$ cat config.mk
export PLATFORM = sky130hd
export DESIGN_NAME = gat_layer_scheduler
export DESIGN_NICKNAME = d
export VERILOG_FILES = /design/src/rtl/gat_layer_scheduler.sv
export SDC_FILE = /design/constraint.sdc
export NUM_CORES = 1
export LEC_CHECK = 0
export ABC_AREA = 1
export BUFFER_PORTS_ARGS = -buffer_cell sky130_fd_sc_hd__buf_2
export CAP_MARGIN = 20
export CORE_UTILIZATION = 50
export CTS_BUF_LIST = sky130_fd_sc_hd__clkbuf_4
export CTS_CLUSTER_DIAMETER = 100
export CTS_CLUSTER_SIZE = 25
export DETAILED_ROUTE_END_ITERATION = 12
export PLACE_DENSITY = 0.82
export SLEW_MARGIN = 20
export SYNTH_ARGS = -nofsm -noshare
export SYNTH_HDL_FRONTEND = slang
export SYNTH_SLANG_ARGS = --single-unit
$ cat constraint.sdc
create_clock -name clk -period 1.75 [get_ports clk]
set_input_delay 0.35 -clock clk [delete_from_list [all_inputs] [get_ports clk]]
set_output_delay 0.35 -clock clk [all_outputs]
set_load 0.02 [all_outputs]
$ cat src/rtl/gat_layer_scheduler.sv
// gat_layer_scheduler: arms wrapper BRAM load flags, waits for gat_ready, drains new-feature BRAM as a stream.
// Define GAT_SCHED_TIMEOUT_EN to add the RUN watchdog, ERR state and sticky err output.
module gat_layer_scheduler #(
  parameter int NEW_FEATURE_WIDTH = 32,
  parameter int NEW_FEATURE_DEPTH = 43328,
  parameter int FEAT_ADDR_W       = 16,
  parameter int RD_LAT            = 2,
  parameter int TIMEOUT_CYCLES    = 2**24
) (
  input  logic                         clk,
  input  logic                         rst_n,
  input  logic                         cmd_start,
  input  logic                         cmd_layer,
  input  logic                         host_h_data_done,
  input  logic                         host_node_info_done,
  input  logic                         host_wgt_done,
  output logic                         gat_layer,
  output logic                         h_data_bram_load_done,
  output logic                         h_node_info_bram_load_done,
  output logic                         wgt_bram_load_done,
  input  logic                         gat_ready,
  output logic [FEAT_ADDR_W+1:0]       feat_bram_addrb,
  input  logic [NEW_FEATURE_WIDTH-1:0] feat_bram_dout,
  output logic [NEW_FEATURE_WIDTH-1:0] m_feat_data,
  output logic                         m_feat_valid,
  input  logic                         m_feat_ready,
  output logic                         m_feat_last,
`ifdef GAT_SCHED_TIMEOUT_EN
  output logic                         err,
`endif
  output logic                         busy,
  output logic                         done
);
  localparam int FD = RD_LAT + 2;
  localparam int PW = $clog2(FD);
  localparam int CW = $clog2(FD + 1);
  localparam logic [FEAT_ADDR_W-1:0] LAST_IDX = FEAT_ADDR_W'(NEW_FEATURE_DEPTH - 1);
  localparam logic [PW-1:0] LAST_PTR = PW'(FD - 1);

  typedef enum logic [2:0] {IDLE, WAIT_LOAD, ARM, RUN, DRAIN, DONE, ERR} state_t;
  state_t state_q, state_d;
  logic gat_layer_q, armed_q, issued_all_q, start_ok, issue, push, pop, load_on, timeout;
  logic [FEAT_ADDR_W-1:0] rd_idx_q;
  logic [RD_LAT-1:0] vld_pipe_q, last_pipe_q;
  logic [NEW_FEATURE_WIDTH:0] fifo_q [FD];
  logic [PW-1:0] wr_ptr_q, rd_ptr_q;
  logic [CW-1:0] cnt_q;

  // A read is issued only when every in-flight word already has a reserved FIFO slot.
  always_comb begin
    start_ok = cmd_start && (state_q == IDLE || state_q == DONE || state_q == ERR);
    issue = state_q == DRAIN && !issued_all_q && ($countones(vld_pipe_q) + int'(cnt_q) < FD);
    push = vld_pipe_q[RD_LAT-1];
    pop = m_feat_valid && m_feat_ready;
    state_d = state_q;
    case (state_q)
      WAIT_LOAD: state_d = (host_h_data_done && host_node_info_done && host_wgt_done) ? ARM : WAIT_LOAD;
      ARM:       state_d = RUN;
      RUN:       state_d = (armed_q && gat_ready) ? DRAIN : timeout ? ERR : RUN;
      DRAIN:     state_d = (pop && m_feat_last) ? DONE : DRAIN;
      default:   state_d = start_ok ? WAIT_LOAD : state_q;
    endcase
  end

  always_ff @(posedge clk or negedge rst_n) begin
    if (!rst_n) begin
      state_q      <= IDLE;
      gat_layer_q  <= 1'b0;
      armed_q      <= 1'b0;
      issued_all_q <= 1'b0;
      rd_idx_q     <= '0;
      vld_pipe_q   <= '0;
      last_pipe_q  <= '0;
      wr_ptr_q     <= '0;
      rd_ptr_q     <= '0;
      cnt_q        <= '0;
    end else begin
      state_q <= state_d;
      if (start_ok) gat_layer_q <= cmd_layer;
      // A gat_ready still high from the previous layer must be seen low before it counts.
      armed_q <= state_q == RUN && (armed_q || !gat_ready);
      if (state_q == RUN && state_d == DRAIN) begin
        rd_idx_q     <= '0;
        issued_all_q <= 1'b0;
      end else if (issue) begin
        issued_all_q <= rd_idx_q == LAST_IDX;
        rd_idx_q     <= (rd_idx_q == LAST_IDX) ? rd_idx_q : rd_idx_q + 1'b1;
      end
      vld_pipe_q  <= RD_LAT'({vld_pipe_q, issue});
      last_pipe_q <= RD_LAT'({last_pipe_q, issue && rd_idx_q == LAST_IDX});
      if (push) wr_ptr_q <= (wr_ptr_q == LAST_PTR) ? '0 : wr_ptr_q + 1'b1;
      if (pop) rd_ptr_q <= (rd_ptr_q == LAST_PTR) ? '0 : rd_ptr_q + 1'b1;
      cnt_q <= cnt_q + CW'(push) - CW'(pop);
    end
  end

  always_ff @(posedge clk) begin
    if (push) fifo_q[wr_ptr_q] <= {last_pipe_q[RD_LAT-1], feat_bram_dout};
  end

`ifdef GAT_SCHED_TIMEOUT_EN
  logic [31:0] wd_q;
  always_ff @(posedge clk or negedge rst_n) begin
    if (!rst_n) wd_q <= '0;
    else wd_q <= (state_q == RUN) ? wd_q + 1'b1 : '0;
  end
  assign timeout = wd_q == 32'(TIMEOUT_CYCLES - 1);
  assign err = state_q == ERR;
`else
  assign timeout = 1'b0;
`endif

  assign load_on = state_q == ARM || state_q == RUN || state_q == DRAIN;
  assign h_data_bram_load_done = load_on;
  assign h_node_info_bram_load_done = load_on;
  assign wgt_bram_load_done = load_on;
  assign busy = load_on || state_q == WAIT_LOAD;
  assign done = state_q == DONE;
  assign gat_layer = gat_layer_q;
  assign feat_bram_addrb = {rd_idx_q, 2'b00};
  assign m_feat_valid = cnt_q != '0;
  assign {m_feat_last, m_feat_data} = m_feat_valid ? fifo_q[rd_ptr_q] : '0;
endmodule

==> results of run 1 <==
routing by layer:
layer / vias to the layer above / routed length [µm] / global-route usage
met5: - / 0 / 0
met1: 2912 / 7550 / 0.283
met4: 0 / 716 / 0.0960
met3: 59 / 1580 / 0.0501
li1: 2711 / - / -
met2: 338 / 10800 / 0.425
worst paths after layout:
check	to	cells after the start
setup / recovery	m_feat_data[24]	7
hold / removal	fifo_q[2][3]	1
setup reg to reg	cnt_q[1]	11
hold reg to reg	last_pipe_q[1]	0
max in group asynchronous	rd_idx_q[3]	3
min in group asynchronous	rd_idx_q[9]	2
synth_stat cells:
cell type and n:
nor2_1 170, edfxtp_1 132, nand2_1 110, o21ai_0 69
inv_1 37, a21oi_1 36, dfrtp_1 33, nand3_1 25
clkbuf_1 19, ha_1 10, buf_2 9, nand4_1 9
buf_4 4, inv_2 3, nand3_2 3, xor2_1 3
nand2_4 2, nor2_2 2, nor3_1 2, o21bai_1 2
a31oi_1 1, buf_6 1, clkinv_1 1, conb_1 1
fa_1 1, mux2_2 1, nand3b_1 1, nand3b_4 1
nor2_4 1, o21bai_2 1, o22ai_1 1, o311ai_0 1
xnor2_1 1
kinds of logic (layout without fill, tap and decap cells):
| logic type | count (synthesis) | after routing | share of synthesized area |
|---|---|---|---|
| flip-flops | 165 | 165 | 0.664 |
| XOR/XNOR | 4 | 4 | 0.00486 |
| AND/OR/NAND/NOR | 326 | 327 | 0.187 |
| buffers and inverters | 74 | 265 | 0.0432 |
| other | 1 | 3 | 0.000520 |
| multiplexers | 1 | 1 | 0.00156 |
| AO/OA/AOI/OAI | 111 | 111 | 0.0794 |
| adder cells (fa/ha/maj) | 11 | 11 | 0.0201 |
sequential cells by signal, indices dropped and copies added, names as in the netlist:
register      flops
last_pipe_q       2
issued_all_q      1
armed_q           1
cnt_q             3
state_q           3
fifo_q          132
gat_layer         1
vld_pipe_q        2
wr_ptr_q          2
rd_ptr_q          2
rd_idx_q         16
per-stage QoR:
step | hold WS, ns | area (µm²)
2_1_floorplan | 0.0544 | 7360
3_3_place_gp | 0.315 | 8260
3_5_place_dp | 0.317 | 8260
4_1_cts | 0.0254 | 9300
5_1_grt | 0.00342 | 9840
6_report | 0.0563 | 9840
area by class of cell:
class / instances / area [µm²]
diodes: 1 / 2.50
clock buffers: 19 / 143
clock inverters: 13 / 180
fillers: 884 / 4150
inverters: 41 / 165
multi-input cells: 456 / 2530
flip-flops and latches: 165 / 4800
well taps: 180 / 225
repair buffers: 192 / 1810
power by group:
group / internal [mW] / switching (mW) / leakage, nW
Sequential: 4.70 / 0.520 / 1.60
Clock: 1.16 / 1.35 / 0.161
Combinational: 4.15 / 5.43 / 2.15
Total: 10.0 / 7.30 / 3.90
worst max-delay path, cell delays in order, from the launching register on:
cell and delay, ns:
dfrtp_2 0.44, buf_8 0.17, clkbuf_16 0.18, nor2_2 0.05, nor2_1 0.11, o21ai_1 0.12, a21oi_2 0.20, buf_6 0.14
timing repair:
| item | CTS | global route |
|---|---|---|
| buffers inserted | 15 | 9 |
| pin swaps | 4 | 43 |
| hold buffers | 34 | 0 |
| cloned | 1 | 11 |
| setup endpoints to repair | 40 | 58 |
| hold endpoints to repair | 143 | 0 |
| gates resized for setup | 122 | 110 |
==> metrics, run 1 <==
Ys Warns 0; Final Slew Violations 0; vias after detailed routing 6020; critical path arrival 1.98 ns; Worst Skew 0.0284 ns; Vias per Instance 5.64; Ports 99; Total GRT Usage 0.240; Max Buffers Root-to-Sink 2; Post-Syn Area 7220 µm²; nets@finish 925; final worst-path cycle share 1.33; Worst Setup Start Kind register; RR Startpoint cnt_q[2]; min-delay worst type input pin to register; RSZ-0062 raised after global routing yes; vias in the first global route 5495; post-synth top area cell edfxtp_1; DR pass1 iterations 5; TritonCTS sink count 165; root buf cell clkbuf_4; Worst Path Max Fanout 7; CP startpoint rd_ptr_q[0]; layout cells sized above 1 0.353; min-delay src feat_bram_dout[3]; Max Fclk 0.430 GHz; register clock-pin slew on the reported worst setup and hold paths 0.14 ns; area grow syn2layout 36.4%; Tot Pwr 17.3 mW; Die Span Y 122 µm; IO buf count 96; Die Area 14900 µm²; Core Region 14000 µm²; worst reg2reg setup slack -0.13 ns; H-tree depth 4; Pleak 3.90 nW; GRT overflow 0; DP HPWL 9800 µm; slack of the critical path -0.577 ns; Synth Area per Inst 10.4 µm²; initial antenna violation count 1; row count 43; post-layout utilization of the core 0.704; count of cell types in the netlist 33; Final min period 2.33 ns; commonest non-fill, non-tap cells in the layout nor2_1 (139), edfxtp_1 (132), nand2_1 (85); Worst Setup End Kind primary output; DRT antenna net count 0; max cap viols 0; drc violations 0; Yosys reg bits 165; Initial Util 0.516; Worst-Skew Late Latency 0.58 ns; area share of the largest cell type after synthesis 0.549; first-pass GRT wire length 26600 µm; post-DR wirelength/cell 19.4 µm; total negative slack -17.36 ns; Layout Cells excl Fill 1067; Die X 122 µm; synth top area cells edfxtp_1 (55%), dfrtp_1 (11%), nor2_1 (8.8%); Seq/Total Area, Yosys 0.664; PD cells 1760 nW/µm²; peak supply drop 0.997 mV; largest net degree at the start of global routing 47; Crit Path Class register to primary output; outcome complete, but fails checks; CTS tree done; placed cells 970; Place WS -0.0150 ns; CP Data Required Time 1.40 ns; Synth Instances 693; Num CTS Buffers 17; gpl congestion 0.889; Iter 0 DRT Violations 652; WL final 20700 µm; most common cell after layout, fill and taps aside nor2_1; Final Hold Violating Endpoints 0; endpoints failing setup 56; failing checks negative setup slack
(Power assumes the default switching activity.)
==> run 2: changes to the inputs <==
- HOLD_SLACK_MARGIN: default -> 0.15
- TNS_END_PERCENT: default -> 10
==> run 2 against run 1 <==
Compared with the run above:
- critical path type unchanged
- highest routed layer unchanged
- die area unchanged
- fmax up 3.7%
- register-to-register slack better by 0.09 ns
- the flow still finishes with violations (negative setup slack)
- flip-flop and latch count unchanged
- worst setup slack better by 0.083 ns
- clock power down 6%
- non-clock buffer count down 16
- hold slack better by 0.14 ns
- count of clock-buffer cells in the layout down 1
- routed wire length down 21%
- largest cell class unchanged
- power down 14%
- critical path depth unchanged
==> metrics, run 2 (synthesis gave the netlist of run 1 again) <==
layout cells sized above 1 0.235 (-0.119); Vias per Instance 5.21 (-7.6%); post-layout utilization of the core 0.652 (-0.0514); min-delay worst type input pin to register; largest net degree at the start of global routing 49 (+4.3%); PD cells 1620 nW/µm² (-7.7%); drc violations 0 (unchanged); Iter 0 DRT Violations 413 (-37%); nets@finish 908 (-1.8%); Worst Setup End Kind primary output; row count 43 (unchanged); DR pass1 iterations 5 (unchanged); first-pass GRT wire length 25100 µm (-5.6%); GRT overflow 0 (unchanged); Place WS -0.0187 ns (-0.00371 ns); outcome complete, but fails checks; Die X 122 µm (unchanged); Max Fclk 0.446 GHz (+3.7%); Pleak 3.70 nW (-5.3%); Cell Chain, Critical Path buf_6 -> clkbuf_16 -> nor2_1 -> nor2_1 -> o21ai_0 -> a21oi_1 -> buf_4; Final min period 2.24 ns (-0.0829 ns); critical path arrival 1.89 ns (-0.09 ns); IO buf count 96 (unchanged); RR Startpoint cnt_q[1]; post-DR wirelength/cell 15.6 µm (-20%); vias after detailed routing 5470 (-9.1%); placed cells 973 (+0.31%); H-tree depth 4 (unchanged); Total GRT Usage 0.224 (-0.0152); Filler Cell Count 1024 (+16%); Tot Pwr 14.8 mW (-14%); area grow syn2layout 26.4%; CTS tree done; Num CTS Buffers 17 (unchanged); Ant. Diodes 0 (-1); commonest non-fill, non-tap cells in the layout nor2_1 (164), edfxtp_1 (132), nand2_1 (107); final worst-path cycle share 1.28 (-0.0474); TritonCTS sink count 165 (unchanged); crit-path max cell delay 0.44 ns (about the same); DRT antenna net count 0 (unchanged); max cap viols 0 (unchanged); Worst Path Max Fanout 12 (+5); Core Region 14000 µm² (unchanged); CP Data Required Time 1.40 ns (about the same); Reg with most FFs fifo_q; WP buf/inv 3 (unchanged); Worst Setup Start Kind register; Worst Hold End state_q[1]; Final Slew Violations 0 (unchanged); WL final 16300 µm (-21%); Initial Util 0.516 (unchanged); Max Buffers Root-to-Sink 2 (unchanged); number of flip-flops in the largest register 132 (unchanged); slack of the critical path -0.494 ns (+0.0829 ns); min-delay src host_wgt_done; DP HPWL 9530 µm (-2.7%); WHS Path Cells 3 (+2); gpl congestion 0.875 (-1.6%); worst reg2reg setup slack -0.04 ns (+0.09 ns); most common cell after layout, fill and taps aside nor2_1; Ports 99 (unchanged); Worst-Skew Late Latency 0.55 ns (-0.03 ns); Reg2Reg Capture Point cnt_q[1]; peak supply drop 1.00 mV (+0.61%); initial antenna violation count 0 (-1); Die Span Y 122 µm (unchanged); root buf cell clkbuf_4; Worst Skew 0.0286 ns (+0.000199 ns); RSZ-0062 raised after global routing yes; Largest regs fifo_q (132), rd_idx_q (16); placed instance area 8190 µm² (-0.85%); design area 9120 µm² (-7.3%); endpoints failing setup 40 (-29%); vias in the first global route 5244 (-4.6%); register clock-pin slew on the reported worst setup and hold paths 0.13 ns (about the same); Die Area 14900 µm² (unchanged); CP most frequent cell nor2_1; Crit Path Class register to primary output; failing checks negative setup slack; delay-heaviest family, CP buffers and inverters; Layout Cells excl Fill 1049 (-1.7%); Worst R2R Path Depth 10 (-1); Final Hold Violating Endpoints 0 (unchanged); Worst path slowest cell dfrtp_2
## run 2: worst max-delay path by stage
stage / to / slack (ns) / cells past startpoint / start
floorplan: cnt_q[1] / -0.12 / 10 / cnt_q[1]
global placement: cnt_q[1] / 0.03 / 10 / cnt_q[1]
detailed placement: cnt_q[1] / -0.02 / 10 / cnt_q[1]
CTS: m_feat_data[1] / -0.50 / 7 / rd_ptr_q[0]
global route: m_feat_data[22] / -0.59 / 5 / rd_ptr_q[0]
finish: m_feat_data[20] / -0.49 / 7 / rd_ptr_q[0]
## run 2: what timing repair did
| action | CTS | global route |
|---|---|---|
| gates resized for setup | 31 | 22 |
| cloned | 1 | 3 |
| pin swaps | 1 | 10 |
| setup buffers | 2 | 1 |
| hold buffers | 37 | 0 |
| hold endpoints to repair | 164 | 0 |
| endpoints found under the setup margin | 40 | 57 |
## run 2: worst reg2reg max path, stage by stage, from the launching register on
cell and delay [ns]:
dfrtp_1 0.41, nor2_1 0.13, nand2_2 0.07, nand2_1 0.08
inv_2 0.05, ha_4 0.21, inv_2 0.06, ha_4 0.12
inv_2 0.03, fa_2 0.51, inv_1 0.04
## run 2: cell type report
class,instances,area (µm²),area share
multi-input combinational,455,2190,0.240
inverter,41,154,0.0169
timing repair buffer,176,1460,0.159
clock buffer,18,135,0.0148
tap,180,225,0.0247
sequential,165,4790,0.526
clock inverter,14,174,0.0191
## run 2: per-stage QoR
step	hold slack, ns	setup TNS (ns)
floorplan	0.0544	-1.10
global placement	0.308	0
detailed placement	0.306	-0.0187
CTS	0.158	-16.89
global route	0.179	-20.98
finish	0.192	-14.71
## run 2: metal layers
layer / track usage / wire length [µm] / share of wire / up-vias
li1: - / - / - / 2666
met2: 0.405 / 8500 / 0.52 / 209
met1: 0.262 / 6620 / 0.41 / 2571
met4: 0.0808 / 229 / 0.014 / 0
met5: 0 / 0 / 0 / -
met3: 0.0473 / 995 / 0.061 / 24
## run 2: where the power goes
part	internal (mW)	switching, mW	total, mW
Sequential	4.69	0.470	5.16
Combinational	2.93	4.36	7.29
Clock	1.02	1.34	2.36
Total	8.65	6.16	14.8
==> run 3: changes to the inputs <==
- MAX_ROUTING_LAYER: default -> met4
==> run 3 against run 2 <==
Compared with the run above:
- die area did not move
- critical endpoint unchanged
- via count increased by 0.91%
- count of clock-buffer cells in the layout is the same
- fmax shrank 0.33%
- the flow still finishes with violations (negative setup slack)
- flip-flop and latch count stayed put
- core utilization is the same
- first-iteration DRC count fell by 8.7%
==> metrics, run 3 (synthesis gave the netlist of run 1 again) <==
GRT overflow 0 (unchanged); IO buf count 96 (unchanged); worst reg2reg setup slack -0.04 ns (about the same); endpoints failing setup 40 (unchanged); root buf cell clkbuf_4; Gate power share 0.492 (about the same); Total GRT Usage 0.232 (+0.00716); Sequential Power Share 0.348 (about the same); Worst path slowest cell dfrtp_2; Worst Path Max Fanout 12 (unchanged); total negative slack -14.70 ns (+0.0146 ns); failing checks negative setup slack; crit-path max cell delay 0.44 ns (about the same); layout cells sized above 1 0.235 (unchanged); DP HPWL 9530 µm (unchanged); max cap viols 0 (unchanged); Largest regs fifo_q (132), rd_idx_q (16); first-pass GRT wire length 25100 µm (about the same); largest net degree at the start of global routing 49 (unchanged); Cell Chain, Critical Path buf_6 -> clkbuf_16 -> nor2_1 -> nor2_1 -> o21ai_0 -> a21oi_1 -> buf_4; Tot Pwr 14.8 mW (+0.13%); slack of the critical path -0.501 ns (-0.00739 ns); Clk pwr share 0.160 (about the same); commonest non-fill, non-tap cells in the layout nor2_1 (164), edfxtp_1 (132), nand2_1 (107); Worst Setup End Kind primary output; vias in the first global route 5243 (-0.019%); vias after detailed routing 5520 (+0.91%); delay-heaviest family, CP buffers and inverters; gpl congestion 0.890 (+1.6%); TritonCTS sink count 165 (unchanged); Num CTS Buffers 17 (unchanged); number of flip-flops in the largest register 132 (unchanged); RSZ-0062 raised after global routing yes; design area 9120 µm² (unchanged); Iter 0 DRT Violations 377 (-8.7%); post-DR wirelength/cell 15.7 µm (+0.47%); post-layout utilization of the core 0.652 (unchanged); drc violations 0 (unchanged); placed instance area 8190 µm² (unchanged); Final min period 2.25 ns (+0.00739 ns); Final Hold Violating Endpoints 0 (unchanged); most common cell after layout, fill and taps aside nor2_1; outcome complete, but fails checks; Pleak 3.70 nW (unchanged); WHS Path Cells 3 (unchanged); PD cells 1630 nW/µm² (+0.13%); Worst R2R Path Depth 10 (unchanged); Worst Setup Start Kind register; CP Data Required Time 1.40 ns (about the same); Ant. Diodes 0 (unchanged); Filler Cell Count 1024 (unchanged); row count 43 (unchanged); internal power 8.65 mW (about the same); Vias per Instance 5.26 (+0.91%); register clock-pin slew on the reported worst setup and hold paths 0.13 ns (about the same); CTS tree done; DR pass1 iterations 5 (unchanged); sw frac 0.417 (+0.000728); Final Slew Violations 0 (unchanged); H-tree depth 4 (unchanged); Worst Skew 0.0300 ns (+0.00134 ns); Die X 122 µm (unchanged); WL final 16400 µm (+0.47%); Crit Path Class register to primary output; Crit. path cell count 7 (unchanged); Reg with most FFs fifo_q; Die Span Y 122 µm (unchanged); Max Buffers Root-to-Sink 2 (unchanged); DRT antenna net count 0 (unchanged); Core Region 14000 µm² (unchanged); peak supply drop 1.00 mV (-0.18%); critical path arrival 1.90 ns (about the same); CP most frequent cell nor2_1; Ports 99 (unchanged); WP buf/inv 3 (unchanged); Max Fclk 0.444 GHz (-0.33%); min-delay worst type input pin to register; final worst-path cycle share 1.29 (+0.00422); area grow syn2layout 26.4% (unchanged); nets@finish 908 (unchanged); Initial Util 0.516 (unchanged); initial antenna violation count 0 (unchanged); Worst-Skew Late Latency 0.55 ns (about the same); Die Area 14900 µm² (unchanged); Psw 6.18 mW (+0.30%)
==> run 3: cell counts in the layout (fill, tap and decap cells not counted) <==
No cell type changed its count.
==> run 3: final cells by class <==
cell class | instances | area (µm²) | area share
clock buffers | 18 | 135 | 0.0148
flip-flops and latches | 165 | 4790 | 0.526
inverters | 41 | 154 | 0.0169
well taps | 180 | 225 | 0.0247
repair buffers | 176 | 1460 | 0.159
clock inverters | 14 | 174 | 0.0191
multi-input cells | 455 | 2190 | 0.240
==> run 3: worst paths after layout <==
check                          startpoint              end
setup / recovery              rd_ptr_q[0]  m_feat_data[20]
hold / removal              host_wgt_done       state_q[1]
setup reg to reg                 cnt_q[1]         cnt_q[1]
hold reg to reg            last_pipe_q[0]   last_pipe_q[1]
max in group asynchronous           rst_n       state_q[1]
min in group asynchronous           rst_n      rd_idx_q[7]
==> run 3: per-stage QoR <==
step                std cells  hold slack [ns]  setup slack [ns]
finish                   1049            0.193            -0.501
global route             1049            0.179            -0.596
CTS                      1045            0.158            -0.503
detailed placement        973            0.306           -0.0187
global placement          973            0.308            0.0252
floorplan                 694           0.0544            -0.124
==> run 3: tightest hold or removal path: stages <==
cell and delay (ns):
buf_2 0.09, nand3_1 0.11, o311ai_0 0.12
==> run 3: power by group through the flow <==
| stage | clock network (mW) | logic [mW] | registers, mW |
|---|---|---|---|
| floorplan | 0 | 3.91 | 5.38 |
| global placement | 0 | 6.17 | 5.20 |
| detailed placement | 0 | 6.33 | 5.22 |
| CTS | 2.38 | 6.81 | 5.15 |
| global route | 2.55 | 7.93 | 5.22 |
| finish | 2.37 | 7.30 | 5.16 |
==> run 3: layer usage <==
layer  vias to the layer above  wire length, µm  GRT usage
met2                       227             8410      0.404
met3                        24             1060     0.0463
li1                       2666                -          -
met5                         -                0          -
met4                         0              246     0.0808
met1                      2603             6710      0.264
==> run 3: what timing repair did <==
item                                   in CTS  in global routing
gates resized for setup                    31                 22
setup buffers                               2                  1
endpoints found under the hold margin     164                  0
gates cloned                                1                  3
setup endpoints to repair                  40                 57
hold buffers                               37                  0
pin swaps                                   1                 10
